File: config.mk
export PLATFORM = sky130hd
export DESIGN_NAME = imem_fetch_ctrl
export DESIGN_NICKNAME = d
export VERILOG_FILES = /design/src/rtl/imem_fetch_ctrl.sv
export SDC_FILE = /design/constraint.sdc
export NUM_CORES = 1
export LEC_CHECK = 0
export CAP_MARGIN = 20
export CORE_ASPECT_RATIO = 1.5
export CORE_MARGIN = 2
export CORE_UTILIZATION = 49
export DETAILED_ROUTE_END_ITERATION = 10
export MAX_ROUTING_LAYER = met4
export PLACE_DENSITY = 0.77
export SLEW_MARGIN = 20
export SYNTH_ARGS = -nofsm -noshare
export SYNTH_HDL_FRONTEND = slang
export SYNTH_SLANG_ARGS = --single-unit
File: constraint.sdc
create_clock -name clk -period 2.4 [get_ports clk]
set_clock_uncertainty 0.2 [all_clocks]
set_input_delay 0.72 -clock clk [delete_from_list [all_inputs] [get_ports clk]]
set_output_delay 0.72 -clock clk [all_outputs]
set_load 0.02 [all_outputs]
File: src/rtl/imem_fetch_ctrl.sv
// rtl/imem_fetch_ctrl.sv - LEGv8 instruction-fetch sequencer: PC, imem addressing, fetch FIFO, redirect and halt.
module imem_fetch_ctrl #(
  parameter int          N          = 32,
  parameter int          PC_W       = 64,
  parameter int          AW         = 8,
  parameter int          DEPTH      = 2,
  parameter logic [N-1:0] HALT_INSTR = 32'hb400001f
) (
  input  logic            clk,
  input  logic            reset,
  input  logic            start,
  output logic [AW-1:0]   imem_addr,
  input  logic [N-1:0]    imem_q,
  input  logic            br_valid,
  input  logic [PC_W-1:0] br_target,
  output logic            out_valid,
  input  logic            out_ready,
  output logic [N-1:0]    out_instr,
  output logic [PC_W-1:0] out_pc,
  output logic            halted
);

  localparam int PTR_W = $clog2(DEPTH);
  localparam int CNT_W = PTR_W + 1;
  localparam logic [CNT_W-1:0] DEPTH_C = CNT_W'(DEPTH);

  typedef enum logic [1:0] {IDLE, FETCH, HALT} state_t;

  state_t            state_q, state_d;
  logic [PC_W-1:0]   pc_q, pc_d;
  logic [PTR_W-1:0]  head_q, head_d, tail_q, tail_d;
  logic [CNT_W-1:0]  count_q, count_d;
  logic [N-1:0]      instr_mem_q [DEPTH];
  logic [PC_W-1:0]   pc_mem_q    [DEPTH];

  logic pop, push, redirect, halt_hit;

  assign imem_addr = pc_q[AW+1:2];
  assign out_valid = (count_q != '0);
  assign out_instr = instr_mem_q[head_q];
  assign out_pc    = pc_mem_q[head_q];
  assign halted    = (state_q == HALT) && (count_q == '0);

  always_comb begin
    pop      = out_valid && out_ready;
    redirect = br_valid && (state_q != IDLE);
    push     = (state_q == FETCH) && !redirect && ((count_q < DEPTH_C) || pop);
    halt_hit = push && (imem_q == HALT_INSTR);

    state_d = state_q;
    pc_d    = pc_q;
    head_d  = head_q;
    tail_d  = tail_q;
    count_d = count_q;

    if (state_q == IDLE && start) begin
      state_d = FETCH;
    end

    // A redirect discards everything in flight, including a same-cycle pop.
    if (redirect) begin
      state_d = FETCH;
      pc_d    = {br_target[PC_W-1:2], 2'b00};
      head_d  = '0;
      tail_d  = '0;
      count_d = '0;
    end else begin
      if (push) begin
        tail_d = tail_q + PTR_W'(1);
        if (halt_hit) begin
          state_d = HALT;
        end else begin
          pc_d = pc_q + PC_W'(4);
        end
      end
      if (pop) begin
        head_d = head_q + PTR_W'(1);
      end
      case ({push, pop})
        2'b10:   count_d = count_q + CNT_W'(1);
        2'b01:   count_d = count_q - CNT_W'(1);
        default: count_d = count_q;
      endcase
    end
  end

  always_ff @(posedge clk or negedge reset) begin
    if (!reset) begin
      state_q <= IDLE;
      pc_q    <= '0;
      head_q  <= '0;
      tail_q  <= '0;
      count_q <= '0;
    end else begin
      state_q <= state_d;
      pc_q    <= pc_d;
      head_q  <= head_d;
      tail_q  <= tail_d;
      count_q <= count_d;
    end
  end

  // Storage is cleared on reset so the head outputs read zero out of reset.
  always_ff @(posedge clk or negedge reset) begin
    if (!reset) begin
      for (int i = 0; i < DEPTH; i++) begin
        instr_mem_q[i] <= '0;
        pc_mem_q[i]    <= '0;
      end
    end else if (push) begin
      instr_mem_q[tail_q] <= imem_q;
      pc_mem_q[tail_q]    <= pc_q;
    end
  end

endmodule

==> run metrics <==
vias post-DR=10,800; Worst Reg-to-Reg Cells=8; CP startpoint kind=flip-flop; crit path time final=2.79 ns; reg2reg start=pc_q[31]$_DFFE_PN0P_; worst vdd ir=1.00 mV; power per cell area=1050 nW/um^2; final net count=1,561; Seq/Total Area, Yosys=50.2%; fin worst setup slack=-0.391 ns; CTS clk-pin slew, worst paths=0.06 ns; Total Power=0.0194 W; core area=25,700 um^2; largest cells by area after synthesis=dfrtp_1 (50%), mux2_2 (25%), a21oi_1 (2.6%); Netlist cell types=68; DIE HEIGHT=202 um; RSZ-0062 raised after global routing=yes; Sink Count=256; crit path capture=out_pc[50]; Num CTS Buffers=26; # rows=72; worst-path fanout max=3; Critical Path Source=head_q$_DFFE_PN0P_; via count of the first global-routing pass=11,400; Ys Warns=0; Internal=0.0131 W; number of synthesized flops with an enable pin=0; IO Count=207; Synth Flop Type=dfrtp_1; ratio of cells with drive above 1 in the final layout=49.8%; crit path DAT=1.87 ns; DRC viols=0; GR Util met1=34.7%; Die W=136 um; Post-Synthesis Cell Area=12,800 um^2; antenna-violating nets left=0; GR Layer Usage met3=4.48%; largest net degree at the start of global routing=63; Pleak=7.98 nW; Routed Wire Length=39,900 um; WS Path Type=reg2out; first-pass GRT wire length=62,100 um; worst skew pair latency=0.54 ns; met2 Usage GRT=51.5%; CTS tree=yes; post-synthesis async set-or-reset flop share=100%; switching power=0.00627 W; CP required=1.48 ns; die area=27,400 um^2; CTS max path bufs=3; Reg-to-Reg End=pc_q[52]$_DFFE_PN0P_; Yosys reg bits=256; Area Overhead vs Synth=45.0%; Clock Power Share=22.8%; Hold Path Class=in2reg; Placer Congestion=0.917; combinational share of power=42.5%; DP HPWL=26,200 um; Slew Limit Fails=0; H-tree levels=1; status=complete, but fails checks; failing checks=negative setup slack; initial antenna violation count=2; count of final hold-check violations=0; 1st-iter DRT viols=806; drt via density=5.96; Final period util=116%; Remaining Overflow, GRT=0; post-placement worst setup slack=-0.917 ns; largest area contributor in the netlist=dfrtp_1; max_cap viols=0; Worst setup EP type=output pin; f_max=358 MHz; most frequent cell after synthesis=mux2_2; Root Buffer=clkbuf_16; gr busiest metal=met2; TritonRoute pass-1 iters=6; switching portion of total power=32.4%; DR WL/cell=22.0 um; overall routing resource usage=29.6%; final setup fails=96; Port Buffers=202; Initial Util=49.7%; Mapped Avg Cell Area=11.5 um^2; top cell type's share of synthesized area=50.2%; Reg2Reg Setup Slack=-0.04 ns; Post-Synthesis Cells=1,105; top cells by count, synth=mux2_2 (278), dfrtp_1 (256), a21oi_1 (67); Sequential Power Share=34.7%
area by class of cell:
class | count | area, um^2
tap | 333 | 417
timing repair buffer | 412 | 4150
clock buffer | 39 | 811
antenna | 2 | 5.00
sequential | 256 | 6410
fill | 1741 | 7170
clock inverter | 9 | 125
multi-input combinational | 754 | 6560
inverter | 9 | 33.8
power by group through the flow:
stage / sequential [W] / clock (W) / combinational (W)
2_1_floorplan: 0.00649 / 0 / 0.00455
3_3_place_gp: 0.00661 / 0 / 0.00740
3_5_place_dp: 0.00673 / 0 / 0.00752
4_1_cts: 0.00668 / 0.00445 / 0.00812
5_1_grt: 0.00689 / 0.00464 / 0.00871
6_report: 0.00672 / 0.00441 / 0.00824
worst min-delay path by stage:
stage | to | slack (ns) | cells past startpoint | start
2_1_floorplan | count_q[0]$_DFFE_PN0P_ | 0.22 | 0 | reset
3_3_place_gp | pc_mem_q[50]$_DFFE_PN0P_ | 0.26 | 2 | pc_mem_q[50]$_DFFE_PN0P_
3_5_place_dp | pc_mem_q[60]$_DFFE_PN0P_ | 0.27 | 2 | pc_mem_q[60]$_DFFE_PN0P_
4_1_cts | instr_mem_q[27]$_DFFE_PN0P_ | 0.24 | 2 | imem_q[27]
5_1_grt | instr_mem_q[25]$_DFFE_PN0P_ | 0.22 | 2 | imem_q[25]
6_report | instr_mem_q[25]$_DFFE_PN0P_ | 0.23 | 2 | imem_q[25]
state kept, by name, indices dropped and copies added, names as in the netlist:
register,flops
pc_mem_q,124
instr_mem_q,64
pc_q,62
count_q,2
state_q,2
head_q,1
tail_q,1
stage by stage:
step | hold slack (ns) | cells | instance area [um^2] | setup TNS [ns] | util (%)
6_report | 0.229 | 1814 | 18500 | -30.38 | 72.1
5_1_grt | 0.218 | 1814 | 18500 | -33.34 | 72.1
4_1_cts | 0.240 | 1810 | 18300 | -32.65 | 71.1
3_5_place_dp | 0.271 | 1737 | 16700 | -155.81 | 65.1
3_3_place_gp | 0.264 | 1737 | 16700 | -147.25 | 65.1
2_1_floorplan | 0.224 | 1106 | 13200 | -13.84 | -
cell usage in the layout (no fill, tap or decap), types with 6 or more instances in the layout:
| cell type | Yosys | routed |
|---|---|---|
| dfrtp_1 | 256 | 255 |
| mux2_2 | 278 | 212 |
| buf_4 | 12 | 159 |
| buf_6 | 2 | 96 |
| mux2_4 | 0 | 66 |
| clkdlybuf4s50_1 | 0 | 63 |
| nand2_1 | 65 | 62 |
| nor2_1 | 57 | 51 |
| a21oi_1 | 67 | 43 |
| o21ai_0 | 41 | 34 |
| clkbuf_16 | 0 | 29 |
| nand3_1 | 28 | 28 |
| buf_12 | 0 | 28 |
| nand4_1 | 20 | 20 |
| a21oi_2 | 0 | 20 |
| buf_2 | 16 | 19 |
| o22ai_1 | 19 | 18 |
| dlygate4sd2_1 | 0 | 13 |
| and4_1 | 11 | 11 |
| and2_1 | 9 | 9 |
| nor3_1 | 14 | 9 |
| a31oi_1 | 11 | 9 |
| clkbuf_8 | 1 | 9 |
| and3_1 | 10 | 8 |
| a211oi_1 | 9 | 8 |
| inv_1 | 9 | 7 |
| o32ai_1 | 8 | 7 |
| o22a_1 | 7 | 7 |
| clkdlybuf4s15_1 | 1 | 7 |
| clkbuf_2 | 0 | 7 |
| or4_4 | 0 | 6 |
| a31o_2 | 6 | 6 |
| o21ai_1 | 1 | 6 |
| a2bb2oi_1 | 7 | 6 |
| buf_16 | 0 | 6 |
| dlymetal6s2s_1 | 0 | 6 |
routing by layer:
metal	vias up	share of wire, %
met5	-	0
met4	0	3.4
met3	114	6.1
met2	447	53
met1	5461	38
li1	4785	-
critical path, cell delays in order, from the launching register on:
cell and delay, ns:
dfrtp_4 0.52, buf_8 0.15, buf_12 0.12, buf_6 0.11, mux2_4 0.30, buf_6 0.14
repair_timing:
action,4_1_cts,5_1_grt
hold buffers,1,0
gates resized for setup,667,91
setup endpoints to repair,169,148
gates cloned,10,2
pin swaps,19,24
buffers inserted,14,5
endpoints found under the hold margin,42,0
logic make-up after synthesis:
family                   Yosys count  share of synthesized area, %
other                              1                        0.0294
AO/OA/AOI/OAI                    204                          10.1
flip-flops                       256                          50.2
buffers and inverters             97                          3.66
AND/OR/NAND/NOR                  262                          10.9
XOR/XNOR                           1                        0.0686
multiplexers                     283                          24.9
adder cells (fa/ha/maj)            1                        0.0980
No activity file was read; power rests on OpenSTA's default activity.
